==> src/rtl/datapath_pkg.sv <==
`default_nettype none
// ============================================================================
//  Module      : datapath_pkg
//  Description : Shared widths, depths and the ALU operation encoding used by
//                the execution datapath and by the control-unit FSM that
//                drives Alu_s0.
//  Revision    : 1.0 - initial release
// ============================================================================
package datapath_pkg;

    localparam int DATA_W      = 16;   // datapath word width
    localparam int RF_DEPTH    = 16;   // register file entries
    localparam int RF_ADDR_W   = 4;    // register file address width
    localparam int DMEM_DEPTH  = 256;  // data memory words
    localparam int DMEM_ADDR_W = 8;    // data memory address width

    // ALU operation select, as encoded on Alu_s0
    typedef enum logic [2:0] {
        ALU_ZERO  = 3'd0,   // Y = 0
        ALU_ADD   = 3'd1,   // Y = A + B
        ALU_SUB   = 3'd2,   // Y = A - B
        ALU_PASSA = 3'd3,   // Y = A
        ALU_XOR   = 3'd4,   // Y = A ^ B
        ALU_OR    = 3'd5,   // Y = A | B
        ALU_AND   = 3'd6,   // Y = A & B
        ALU_INC   = 3'd7    // Y = A + 1
    } alu_op_t;

endpackage
`default_nettype wire

==> src/rtl/datapath_register_file.sv <==
`default_nettype none
// ============================================================================
//  Module      : register_file
//  Description : 16 x 16-bit register file with two combinational read ports
//                and one synchronous write port. R0 is an ordinary register.
//                A write and a read of the same register in one cycle returns
//                the pre-edge contents; the new value appears next cycle.
//  Revision    : 1.0 - initial release
//
//  Ports
//    clk      in   1   rising-edge clock
//    rst      in   1   synchronous active-high reset, clears all registers
//    wr_en    in   1   write enable
//    wr_addr  in   4   write address
//    wr_data  in  16   write data
//    ra_addr  in   4   read port A address
//    rb_addr  in   4   read port B address
//    ra_data  out 16   read port A data
//    rb_data  out 16   read port B data
// ============================================================================
module register_file
    import datapath_pkg::*;
(
    input  logic                 clk,
    input  logic                 rst,
    input  logic                 wr_en,
    input  logic [RF_ADDR_W-1:0] wr_addr,
    input  logic [DATA_W-1:0]    wr_data,
    input  logic [RF_ADDR_W-1:0] ra_addr,
    input  logic [RF_ADDR_W-1:0] rb_addr,
    output logic [DATA_W-1:0]    ra_data,
    output logic [DATA_W-1:0]    rb_data
);

    logic [DATA_W-1:0] r_regs [RF_DEPTH];

    always_ff @(posedge clk) begin
        if (rst) begin
            for (int i = 0; i < RF_DEPTH; i++) begin
                r_regs[i] <= '0;
            end
        end else if (wr_en) begin
            r_regs[wr_addr] <= wr_data;
        end
    end

    // No write bypass: reads always see the registered contents.
    assign ra_data = r_regs[ra_addr];
    assign rb_data = r_regs[rb_addr];

endmodule
`default_nettype wire

==> src/rtl/datapath.sv <==
`default_nettype none
// ============================================================================
//  Module      : datapath
//  Description : Execution datapath of the 16-bit processor. Executes the
//                control word on its inputs every cycle: register file, ALU,
//                256 x 16 data memory with registered read, and write-back
//                mux. Register and memory writes commit on the rising edge.
//  Revision    : 1.0 - initial release
//
//  Build option
//    DATAPATH_FLAGS_EN  when defined, Z_Flag/C_Flag are registered whenever
//                       an ALU result is written back; otherwise both are 0.
//
//  Ports
//    Clk         in   1   rising-edge clock
//    Rst         in   1   synchronous active-high reset
//    D_Addr      in   8   data memory address
//    D_Wr        in   1   data memory write enable (writes Ra_Data)
//    RF_s        in   1   write-back select: 1 = memory read data, 0 = ALU
//    RF_W_en     in   1   register file write enable
//    RF_W_Addr   in   4   register file write address
//    RF_Ra_Addr  in   4   read port A address
//    RF_Rb_Addr  in   4   read port B address
//    Alu_s0      in   3   ALU operation select (alu_op_t)
//    Ra_Data     out 16   register file port A
//    Rb_Data     out 16   register file port B
//    ALU_Out     out 16   combinational ALU result
//    Z_Flag      out  1   zero flag
//    C_Flag      out  1   carry / borrow flag
// ============================================================================
module datapath
    import datapath_pkg::*;
(
    input  logic                   Clk,
    input  logic                   Rst,
    input  logic [DMEM_ADDR_W-1:0] D_Addr,
    input  logic                   D_Wr,
    input  logic                   RF_s,
    input  logic                   RF_W_en,
    input  logic [RF_ADDR_W-1:0]   RF_W_Addr,
    input  logic [RF_ADDR_W-1:0]   RF_Ra_Addr,
    input  logic [RF_ADDR_W-1:0]   RF_Rb_Addr,
    input  logic [2:0]             Alu_s0,
    output logic [DATA_W-1:0]      Ra_Data,
    output logic [DATA_W-1:0]      Rb_Data,
    output logic [DATA_W-1:0]      ALU_Out,
    output logic                   Z_Flag,
    output logic                   C_Flag
);

    alu_op_t           w_op;
    logic [DATA_W-1:0] w_alu_y;
    logic [DATA_W-1:0] w_wb_data;
    logic [DATA_W-1:0] r_dmem_rdata;
    logic [DATA_W-1:0] r_dmem [DMEM_DEPTH];

    assign w_op = alu_op_t'(Alu_s0);

    // ------------------------------------------------------------------
    // Register file
    // ------------------------------------------------------------------
    register_file u_register_file (
        .clk     (Clk),
        .rst     (Rst),
        .wr_en   (RF_W_en),
        .wr_addr (RF_W_Addr),
        .wr_data (w_wb_data),
        .ra_addr (RF_Ra_Addr),
        .rb_addr (RF_Rb_Addr),
        .ra_data (Ra_Data),
        .rb_data (Rb_Data)
    );

    // ------------------------------------------------------------------
    // ALU, all results modulo 2^16
    // ------------------------------------------------------------------
    always_comb begin
        w_alu_y = '0;
        case (w_op)
            ALU_ZERO:  w_alu_y = '0;
            ALU_ADD:   w_alu_y = Ra_Data + Rb_Data;
            ALU_SUB:   w_alu_y = Ra_Data - Rb_Data;
            ALU_PASSA: w_alu_y = Ra_Data;
            ALU_XOR:   w_alu_y = Ra_Data ^ Rb_Data;
            ALU_OR:    w_alu_y = Ra_Data | Rb_Data;
            ALU_AND:   w_alu_y = Ra_Data & Rb_Data;
            ALU_INC:   w_alu_y = Ra_Data + DATA_W'(1);
            default:   w_alu_y = '0;
        endcase
    end

    assign ALU_Out = w_alu_y;

    // ------------------------------------------------------------------
    // Data memory. The array has no reset so contents survive Rst; the
    // write is gated by Rst so a reset edge never corrupts memory. The
    // read register samples the old word, giving read-before-write.
    // ------------------------------------------------------------------
    always_ff @(posedge Clk) begin
        if (!Rst && D_Wr) begin
            r_dmem[D_Addr] <= Ra_Data;
        end
    end

    always_ff @(posedge Clk) begin
        if (Rst) begin
            r_dmem_rdata <= '0;
        end else begin
            r_dmem_rdata <= r_dmem[D_Addr];
        end
    end

    // Write-back mux
    assign w_wb_data = RF_s ? r_dmem_rdata : w_alu_y;

    // ------------------------------------------------------------------
    // Status flags
    // ------------------------------------------------------------------
`ifdef DATAPATH_FLAGS_EN
    logic w_c_next;
    logic r_z_flag;
    logic r_c_flag;

    // Carry derived from the truncated result: an add wrapped iff the
    // sum is below an operand; A+1 wraps only from all-ones.
    always_comb begin
        w_c_next = 1'b0;
        case (w_op)
            ALU_ADD: w_c_next = (w_alu_y < Ra_Data);
            ALU_SUB: w_c_next = (Ra_Data < Rb_Data);
            ALU_INC: w_c_next = (Ra_Data == {DATA_W{1'b1}});
            default: w_c_next = 1'b0;
        endcase
    end

    always_ff @(posedge Clk) begin
        if (Rst) begin
            r_z_flag <= 1'b0;
            r_c_flag <= 1'b0;
        end else if (RF_W_en && !RF_s) begin
            r_z_flag <= (w_alu_y == '0);
            r_c_flag <= w_c_next;
        end
    end

    assign Z_Flag = r_z_flag;
    assign C_Flag = r_c_flag;
`else
    assign Z_Flag = 1'b0;
    assign C_Flag = 1'b0;
`endif

endmodule
`default_nettype wire
==> config.mk <==
export PLATFORM = sky130hd
export DESIGN_NAME = datapath
export DESIGN_NICKNAME = d
export VERILOG_FILES = /design/src/rtl/datapath_pkg.sv /design/src/rtl/datapath_register_file.sv /design/src/rtl/datapath.sv
export SDC_FILE = /design/constraint.sdc
export NUM_CORES = 2
export LEC_CHECK = 0
export ABC_AREA = 0
export BUFFER_PORTS_ARGS = -buffer_cell sky130_fd_sc_hd__buf_2
export CAP_MARGIN = 0
export CORE_MARGIN = 2
export CORE_UTILIZATION = 25
export DETAILED_ROUTE_END_ITERATION = 6
export GPL_TIMING_DRIVEN = 0
export PLACE_DENSITY_LB_ADDON = 0.15
export SETUP_SLACK_MARGIN = 0.05
export SYNTH_ARGS = -nofsm -noshare
export SYNTH_HDL_FRONTEND = slang
export SYNTH_MEMORY_MAX_BITS = 65536
export SYNTH_SLANG_ARGS = --single-unit
export TNS_END_PERCENT = 50
==> constraint.sdc <==
create_clock -name Clk -period 8.8 [get_ports Clk]
set_input_delay 0.44 -clock Clk [delete_from_list [all_inputs] [get_ports Clk]]
set_output_delay 0.44 -clock Clk [all_outputs]
set_load 0.02 [all_outputs]
==> run metrics <==
Fill cells=66001; layout cells sized above 1=36.33%; DRT iter0 DRCs=15504; WL final=769900 µm; slowest CP cell=nand4_1; Post-Place Cells=17012; Area Overhead vs Synth=20.95%; largest family of logic cells by synthesized area=multiplexers; port bufs=61; CP Capture Type=flip-flop; ys async rst share=0%; RSZ-0062 raised after global routing=no; vias in the first global route=88962; gr usage total=21.59%; setup ws final=16.28 ps; CP Cell Sequence=buf_2 -> buf_2 -> buf_2 -> buf_2 -> buf_2 -> clkbuf_2 -> clkbuf_1 -> nand4_1 -> or2_2 -> clkbuf_2 -> buf_12 -> nor2_4; Yosys top cell area share=75.83%; Final min period=8784 ps; final instance area=208400 µm²; Hold Crit Class=input port to flip-flop; Post-Synthesis Cells=7424; Max Slew Vio Count=65; failing checks=max-capacitance violations, max-slew violations; total power draw=47.90 mW; Startpoint Class=input port; H-Tree Depth=5; Die W=834.3 µm; Yosys reg bits=4368; total of warnings raised by yosys=0; Max Root-Sink Buffers=4; Power per Cell Area=229.8 nW/µm²; num rows=304; Wirelength per Cell=42.98 µm; relative slew slack=-5.884%; Post-synth EDFFs=4352; worst-skew pair later-pin latency=1110 ps; critical path required time=9490 ps; post-synthesis compound-gate area fraction=0.7166%; Seq/Total Area, Yosys=76.02%; clk root buf=clkbuf_16; most common cell after layout, fill and taps aside=edfxtp_1; die area=696000 µm²; first-pass GRT wire length=971000 µm; antenna violations before repair=142; Num CTS Buffers=468; Synth Flop Type=edfxtp_1; CTS tree=built; commonest non-fill, non-tap cells in the layout=edfxtp_1, mux4_2, clkbuf_16; Max-Cap Viols=7; R2R setup slack=2250 ps; IO Pins=78; dpl hpwl=546400 µm; Min Hold Slack=202.1 ps; worst vdd ir=0.1662 mV; adder-cell share of the synthesized area=0.3746%; CTS sink count=4368; CTS clk-pin slew, worst paths=60 ps; Worst Setup Path Type=input port to flip-flop; CP dominant cell by count=buf_2; crit path max fanout=16; Post-DP Area=193300 µm²; area leader, netlist=edfxtp_1; vias per cell=5.154; synthesized area=172300 µm²; simple logic cell fraction of the synthesized area=2.057%; total core area=686200 µm²; Highest Clock Rate=0.1138 GHz; mean post-synth cell area=23.21 µm²; setup violators final=0; Setup WS pre-CTS=-855.7 ps; Antenna Nets Post-Route=0; Placer Congestion=0.9140; Synth Area in XOR/XNOR=0.1016%; Nets=8382; Die Y=834.3 µm; DRC=0; Synth cell types=68; largest cells by area after synthesis=edfxtp_1, mux4_2, nor2_1; worst path arrival time=9470 ps; Final Cycle Share=99.81%; outcome=finished, violations left; drt first pass iters=6; Least-Margin Pin Slew=1588 ps; largest net degree at the start of global routing=97; Worst path max stage delay=1120 ps; mux cell area share after synthesis=19.49%; Layout Cells excl Fill=17915; final hold vios=0; Overflow after GRT=0; Starting Density=25.12%; leakage power=64.02 nW; DR vias=92333; Final Skew=79.01 ps
## worst max-delay path: cells and delay by family
family | cells | cell delay [ps]
buffers and inverters | 9 | 6180
AND/OR/NAND/NOR | 3 | 2650
## per-layer routing
layer | vias to the layer above | wire [µm] | global-route usage [%]
met3 | 1096 | 74680 | 5.441
met2 | 5305 | 348600 | 33.61
met1 | 52207 | 311900 | 29.20
met4 | 22 | 34590 | 8.044
met5 | - | 168 | 0
li1 | 33703 | - | -
## metrics by stage
step                      util (%)  TNS [ps]
after CTS                    30.36         0
final                        30.38         0
after global placement       26.83  -8589410
after detailed placement     28.18   -153010
after global routing         30.36         0
after floorplan                  -         0
## Yosys cell counts, drive strengths merged, types with 16 or more instances
cell	instances
a21oi	18
a22oi	30
a31oi	19
buf	215
clkbuf	236
dfxtp	16
edfxtp	4352
ha	50
inv	46
mux2i	41
mux4	1469
nand2	81
nand2b	29
nand3	37
nor2	498
nor2b	39
nor3	70
o21ai	24
o22ai	18
xnor2	19
## cell families (layout without fill, tap and decap cells)
group                    count (synthesis)  in the layout
buffers and inverters                  497           1764
XOR/XNOR                                20             20
AO/OA/AOI/OAI                          171            171
flip-flops                            4368           4368
adder cells (fa/ha/maj)                 51             51
other                                    1             45
AND/OR/NAND/NOR                        798            798
multiplexers                          1518           1518
## power breakdown
part	internal [mW]	switching, mW
registers	23.5	0.0302
clock network	11.1	8.70
logic	1.28	3.32
total	35.8	12.1
## flip-flops by register name, indices dropped and copies added (netlist names)
| signal | count |
|---|---|
| r_dmem_rdata | 16 |
| r_dmem | 4096 |
| u_register_file.r_regs | 256 |
## area by class of cell
| type | instances | area (µm²) | share of cell area [%] |
|---|---|---|---|
| sequential | 4368 | 131000 | 62.85 |
| multi-input combinational | 2560 | 40870 | 19.61 |
| buffer | 451 | 2187 | 1.049 |
| tap | 9180 | 11490 | 5.510 |
| inverter | 46 | 172.7 | 0.08283 |
| timing repair buffer | 408 | 7640 | 3.665 |
| clock inverter | 282 | 2743 | 1.316 |
| antenna | 43 | 107.6 | 0.05162 |
| clock buffer | 577 | 12230 | 5.869 |
## worst paths after layout
check | startpoint | end | cells after the start
setup / recovery | D_Addr[1] | r_dmem[95][2] | 12
setup reg to reg | u_register_file.r_regs[3][0] | u_register_file.r_regs[15][13] | 20
hold reg to reg | r_dmem_rdata[15] | u_register_file.r_regs[2][15] | 2
hold / removal | RF_W_Addr[1] | u_register_file.r_regs[4][15] | 4
## what timing repair did
| item | CTS | global route |
|---|---|---|
| buffers inserted | 0 | 0 |
| gates resized for setup | 0 | 0 |
| hold endpoints to repair | 6 | 0 |
| hold buffers | 1 | 0 |
Note: power is estimated with default switching activity, not from simulation.
